$ cat src/rtl/shift_pkg.sv
// Shared types and constants for the multi-cycle shift sequencer and its op1bit step unit.
package shift_pkg;

    localparam int DEF_WIDTH = 32;
    localparam int DEF_SHW   = 5;

    typedef enum logic [1:0] {
        S_IDLE,
        S_SHIFT,
        S_DONE
    } state_t;

    typedef logic [1:0] mode_t;

    localparam mode_t MODE_LOGICAL = 2'd0;
    localparam mode_t MODE_ARITH   = 2'd1;
    localparam mode_t MODE_ROTATE  = 2'd2;

    // Rotate takes priority over arithmetic fill.
    function automatic mode_t encode_mode(input logic sra, input logic rotate);
        if (rotate)
            return MODE_ROTATE;
        else if (sra)
            return MODE_ARITH;
        else
            return MODE_LOGICAL;
    endfunction

endpackage

$ cat src/rtl/op1bit.sv
// Single-position right-shift step: logical, arithmetic or rotate; passes x through when op=0.
module op1bit
    import shift_pkg::*;
#(
    parameter int WIDTH = DEF_WIDTH
) (
    input  logic             op,
    input  mode_t            mode,
    input  logic [WIDTH-1:0] x,
    output logic [WIDTH-1:0] y
);

    always_comb begin
        y = x;
        if (op) begin
            case (mode)
                MODE_ROTATE: y = {x[0], x[WIDTH-1:1]};
                MODE_ARITH:  y = {x[WIDTH-1], x[WIDTH-1:1]};
                default:     y = {1'b0, x[WIDTH-1:1]};
            endcase
        end
    end

endmodule

$ cat src/rtl/shift_sequencer.sv
// Iterative right shifter driving op1bit once per clock until shamt positions are applied.
// Define SHSEQ_DUAL_STEP_EN to chain two op1bit stages and retire two positions per cycle.
module shift_sequencer
    import shift_pkg::*;
#(
    parameter int WIDTH = DEF_WIDTH,
    parameter int SHW   = DEF_SHW
) (
    input  logic             clk,
    input  logic             rst_n,
    input  logic             start,
    input  logic [WIDTH-1:0] a,
    input  logic [SHW-1:0]   shamt,
    input  logic             sra,
    input  logic             rotate,
    output logic             ready,
    output logic             busy,
    output logic             done,
    output logic [WIDTH-1:0] result
);

    state_t           state_q, state_d;
    logic [WIDTH-1:0] data_q,  data_d;
    logic [SHW-1:0]   cnt_q,   cnt_d;
    mode_t            mode_q,  mode_d;

    logic [WIDTH-1:0] step1;
    logic [WIDTH-1:0] step_out;
    logic [SHW-1:0]   step_cnt;

    op1bit #(.WIDTH(WIDTH)) u_step0 (
        .op   (1'b1),
        .mode (mode_q),
        .x    (data_q),
        .y    (step1)
    );

`ifdef SHSEQ_DUAL_STEP_EN
    logic             two_ok;
    logic [WIDTH-1:0] step2;

    // Second stage only acts while at least two positions remain.
    assign two_ok = (cnt_q > SHW'(1));

    op1bit #(.WIDTH(WIDTH)) u_step1 (
        .op   (two_ok),
        .mode (mode_q),
        .x    (step1),
        .y    (step2)
    );

    assign step_out = step2;
    assign step_cnt = two_ok ? SHW'(2) : SHW'(1);
`else
    assign step_out = step1;
    assign step_cnt = SHW'(1);
`endif

    always_comb begin
        state_d = state_q;
        data_d  = data_q;
        cnt_d   = cnt_q;
        mode_d  = mode_q;
        case (state_q)
            S_IDLE: begin
                if (start) begin
                    data_d  = a;
                    cnt_d   = shamt;
                    mode_d  = encode_mode(sra, rotate);
                    state_d = (shamt != '0) ? S_SHIFT : S_DONE;
                end
            end
            S_SHIFT: begin
                data_d = step_out;
                cnt_d  = cnt_q - step_cnt;
                if (cnt_q == step_cnt)
                    state_d = S_DONE;
            end
            S_DONE:  state_d = S_IDLE;
            default: state_d = S_IDLE;
        endcase
    end

    always_ff @(posedge clk or negedge rst_n) begin
        if (!rst_n) begin
            state_q <= S_IDLE;
            data_q  <= '0;
            cnt_q   <= '0;
            mode_q  <= MODE_LOGICAL;
        end else begin
            state_q <= state_d;
            data_q  <= data_d;
            cnt_q   <= cnt_d;
            mode_q  <= mode_d;
        end
    end

    assign ready  = (state_q == S_IDLE);
    assign busy   = ~ready;
    assign done   = (state_q == S_DONE);
    assign result = data_q;

endmodule

$ cat config.mk
export PLATFORM = sky130hd
export DESIGN_NAME = shift_sequencer
export DESIGN_NICKNAME = d
export VERILOG_FILES = /design/src/rtl/shift_pkg.sv /design/src/rtl/op1bit.sv /design/src/rtl/shift_sequencer.sv
export SDC_FILE = /design/constraint.sdc
export NUM_CORES = 1
export LEC_CHECK = 0
export CELL_PAD_IN_SITES_DETAIL_PLACEMENT = 1
export CELL_PAD_IN_SITES_GLOBAL_PLACEMENT = 1
export CORE_ASPECT_RATIO = 1.75
export CORE_UTILIZATION = 37
export CTS_BUF_LIST = sky130_fd_sc_hd__clkbuf_8
export DETAILED_ROUTE_END_ITERATION = 8
export HOLD_SLACK_MARGIN = 0.05
export PLACE_DENSITY_LB_ADDON = 0.15
export SLEW_MARGIN = 30
export SYNTH_ARGS = -nofsm -noshare
export SYNTH_HDL_FRONTEND = slang
export SYNTH_SLANG_ARGS = --single-unit
export TNS_END_PERCENT = 5
$ cat constraint.sdc
create_clock -name clk -period 1.9 [get_ports clk]
set_input_delay 0.57 -clock clk [delete_from_list [all_inputs] [get_ports clk]]
set_output_delay 0.57 -clock clk [all_outputs]
set_load 0.02 [all_outputs]
Word-level counts from Yosys, hierarchy flattened

Index checks and enable logic that the tools add are counted.

Register bits after elaboration: 41
Bits of input ports: 42
Word-level logic and storage cells: 33
Output and inout port bits: 35

Reductions and logical operators: 7
Add/subtract/negate cells: 1
Bitwise logic cells: 1
Multiplexer cells: 11
Equality and inequality tests: 8

Operator list:

| cell                                                                   | count |
|---|---|
| 32-bit case mux with 2 select lines                                    | 2 |
| 32-bit 2-to-1 mux                                                      | 1 |
| 5-bit case mux with 2 select lines                                     | 1 |
| 2-bit 2-to-1 mux                                                       | 4 |
| 2-bit != test (second input constant)                                  | 3 |
| 2-bit AND reduction                                                    | 3 |
| 5-bit by 1-bit equality test with 1-bit output (second input constant) | 1 |
| 5-bit 2-to-1 mux                                                       | 1 |
| 5-bit nonzero test                                                     | 1 |
| 5-bit by 1-bit subtractor with 5-bit output (second input constant)    | 1 |
| 2-bit by 1-bit equality test with 1-bit output (second input constant) | 2 |
| 2-bit equality test (second input constant)                            | 2 |
| 2-bit case mux with 2 select lines                                     | 1 |
| 3-bit AND reduction                                                    | 1 |
| 2-bit logical NOT                                                      | 1 |
| 2-bit nonzero test                                                     | 1 |
| 1-bit 2-to-1 mux                                                       | 1 |
| 1-bit NOT                                                              | 1 |

Logic depth before layout (Yosys ltp)

Depth in word-level cells: 4
Depth in mapped cells: 6
Mapped depth without buffers: 5

Cells and area by module

Synthesis repeated with hierarchy kept, for this count alone.

Cells, all modules: 237
Area, all modules: 2638.8 sq um

Modules (own cells, without submodules):

| module          | cells an instance | instances | sequential area each (sq um) | area an instance (sq um) |
|---|---|---|---|---|
| shift_sequencer | 195               | 1         | 1026.0                       | 2062.0 |
| op1bit          | 42                | 1         | 0.0                          | 576.8 |

Least setup slack after synthesis

No wires, ideal clock.

Path type: register -> output
Start: reg state_q[1]
End: out busy
Stages on the path, launching flop included: 5
Data arrival time: 1.271 ns
Path slack: 0.059 ns
Required time: 1.330 ns
Buffers on the path: 2
Cell sequence: dfrtp_1 -> buf_2 -> buf_2 -> nor2_1 -> inv_1

Cells in the longest elaborated chain, start to end: 2

RTL lines:

| what                   | RTL line              | text |
|---|---|---|
| start, declared        | shift_sequencer.sv:22 | `state_t state_q, state_d;` |
| start signal, assigned | shift_sequencer.sv:91 | `state_q <= state_d;` |
| 2-bit logical NOT      | shift_sequencer.sv:98 | `assign ready = (state_q == S_IDLE);` |
| via ready              | shift_sequencer.sv:16 | `output logic ready,` |
| 1-bit NOT              | shift_sequencer.sv:99 | `assign busy = ~ready;` |
| end, declared          | shift_sequencer.sv:17 | `output logic busy,` |

The timed path passes the listed nets, and every way through them passes these cells.

Worst setup path in the final report

Start: reg state_q[0]
End: out busy

Cells in the longest elaborated chain, start to end: 2

RTL lines:

| what              | RTL line |
|---|---|
| 2-bit logical NOT | shift_sequencer.sv:98 |
| 1-bit NOT         | shift_sequencer.sv:99 |

Every way passes these cells.

==> impl_metrics.env <==
export IMPL_status="complete, no violations"
export IMPL_grt_start_max_net_pins=43
export IMPL_io_pins=77
export IMPL_yosysWarnings=0
export IMPL_grt_pass1_vias=2214
export IMPL_synth_nets=285
export IMPL_htree_levels=2
export IMPL_stdcell_area_um2=3260
export IMPL_syn_area_per_cell_um2=9.28
export IMPL_synth_edff_count=0
export IMPL_max_freq_ghz=0.564
export IMPL_grt_first_pass_wirelength_um=10900
export IMPL_finClkSkew_ps=4.21
export IMPL_first_iter_violations=119
export IMPL_synth_seq_cells=41
export IMPL_overflow=0
export IMPL_period_needed_ps=1770
export IMPL_postSynth_asyncResetShare_pct=100
export IMPL_arrival_ps=1200
export IMPL_vias=2175
export IMPL_dieWidth_um=60.8
export IMPL_max_slew_margin_pct=67.9
export IMPL_start_kind="register"
export IMPL_ant_nets=0
export IMPL_synthTopCellsByArea="dfrtp_1 (46%), a22oi_1 (10%), a21oi_1 (7.8%)"
export IMPL_syn2layout_area_growth_pct=45.6
export IMPL_holdBufCountCts=0
export IMPL_dieArea_um2=6370
export IMPL_diodes=0
export IMPL_worstSetupEndpointType="output port"
export IMPL_power_total_mw=4.88
export IMPL_crit_type="reg2out"
export IMPL_nFillCells=685
export IMPL_fin_ws_ps=128
export IMPL_placed_cell_area_um2=3120
export IMPL_drive_above_1_share_pct=8.52
export IMPL_powerDensity_nw_per_um2=1500
export IMPL_cts_root_buf="clkbuf_8"
export IMPL_worst_pin_slew_ps=482
export IMPL_cts_tree="built"
export IMPL_setup_viol=0
export IMPL_slew_violations=0
export IMPL_grt_antenna_before_repair=0
export IMPL_place_gp_congestion=0.828
export IMPL_drt_wl_total_um=6710
export IMPL_dp_hpwl_um=4700
export IMPL_final_common_cell="dfrtp_1"
export IMPL_cts_sinks=41
export IMPL_required_ps=1330
export IMPL_syn_area_um2=2240
export IMPL_rsz0062_at_grt="no"
export IMPL_finalNetCount=360
export IMPL_place_ws_ps=-113
export IMPL_drv_cap=0
export IMPL_multi_input_area_um2=1090
export IMPL_met1_length_um=2770
export IMPL_final_core_util_pct=55.8
export IMPL_syn_inst=241
export IMPL_dr_wl_met3_um=247
export IMPL_core_area_um2=5830
export IMPL_clk_pin_slew_ps=90
export IMPL_via_per_inst=5.51
export IMPL_clockBufferDepth=2
export IMPL_period_share_pct=93.3
export IMPL_synth_main_ff_cell="dfrtp_1"
export IMPL_die_h_um=105
export IMPL_synth_top_cell_area_share_pct=45.9
export IMPL_crit_fanout=3
export IMPL_drc_errors=0
export IMPL_highest_layer="met4"
export IMPL_synth_seq_area_share_pct=45.9
export IMPL_first_pass_iters=4
export IMPL_fp_row_count=37
export IMPL_cts_made_buffers=5
export IMPL_io_buffers=76
export IMPL_hold_path_class="in2async"
export IMPL_ys_types=33
export IMPL_track_usage_pct=22.8
export IMPL_routedWlPerCell_um=17.0
export IMPL_max_vdd_ir_drop_v=0.000779
export IMPL_regArea_um2=1030
export IMPL_clk_insertion_delay_late_ps=300
export IMPL_wl_met2_um=3610
export IMPL_power_leakage_nw=1.56
export IMPL_yosysTopAreaCell="dfrtp_1"
export IMPL_finalHoldViolCount=0
export IMPL_fin_setup_tns_ps=0
export IMPL_start_util_pct=38.3
export IMPL_final_cell_mix="dfrtp_1 (41), clkdlybuf4s50_1 (40), a21oi_1 (35)"
==> critical path: stages, from the launching register on <==
cell	delay [ps]
dfrtp_1	410
nor2_1	140
inv_1	50
dlygate4sd2_1	310
==> metal layers <==
layer | GRT usage [%] | vias up
li1 | - | 1016
met4 | 7.63 | 0
met3 | 2.72 | 6
met5 | 0 | -
met1 | 28.0 | 1088
met2 | 39.5 | 65
==> power breakdown <==
part	internal, mW	total [mW]	switching (mW)
registers	1.27	1.67	0.407
clock network	0.529	0.870	0.340
logic	1.05	2.34	1.28
==> registers in the layout (all words and copies together), names as in the netlist <==
name / cells
result: 32
mode_q: 2
state_q: 2
cnt_q: 5
==> metrics by stage <==
step           cells  hold WS (ps)
2_1_floorplan    241           274
3_3_place_gp     387           491
3_5_place_dp     387           512
4_1_cts          395           236
5_1_grt          395           255
6_report         395           223
==> cells in the mapped netlist (6+ instances only) <==
cell type	count
and2b_1	9
a21oi_1	35
clkbuf_1	8
o21ai_0	17
nor2b_1	25
nor2_1	6
o21ai_1	16
dfrtp_1	41
nand2_1	8
a22oi_1	31
buf_2	10
==> area by class of cell <==
| cell class | count | area share [%] |
|---|---|---|
| Timing Repair Buffer | 89 | 27.4 |
| Tap cell | 78 | 3.00 |
| Sequential cell | 41 | 31.5 |
| Clock buffer | 5 | 2.11 |
| Inverter | 4 | 0.461 |
| Clock inverter | 3 | 2.11 |
| Multi-Input combinational cell | 175 | 33.4 |
==> logic make-up after synthesis <==
| group | synth area share, % |
|---|---|
| flip-flops | 45.9 |
| AO/OA/AOI/OAI | 29.0 |
| buffers and inverters | 5.60 |
| AND/OR/NAND/NOR | 18.4 |
| adder cells (fa/ha/maj) | 1.12 |
==> path summary, 6_finish.rpt <==
path                       slack (ps)          to  cells after the start       start
min in group clk                  530    cnt_q[1]                      1    cnt_q[1]
max                               130        busy                      3  state_q[0]
max in group asynchronous        1190  result[23]                      2       rst_n
min                               220   result[4]                      1       rst_n
max reg2reg                       260    cnt_q[4]                      4  state_q[0]
min reg2reg                       530    cnt_q[1]                      1    cnt_q[1]
==> timing repair <==
item	CTS	global route
endpoints found under the setup margin	23	12
gates resized for setup	23	12
setup buffers	0	0
Power figures use the tool's default switching activity.
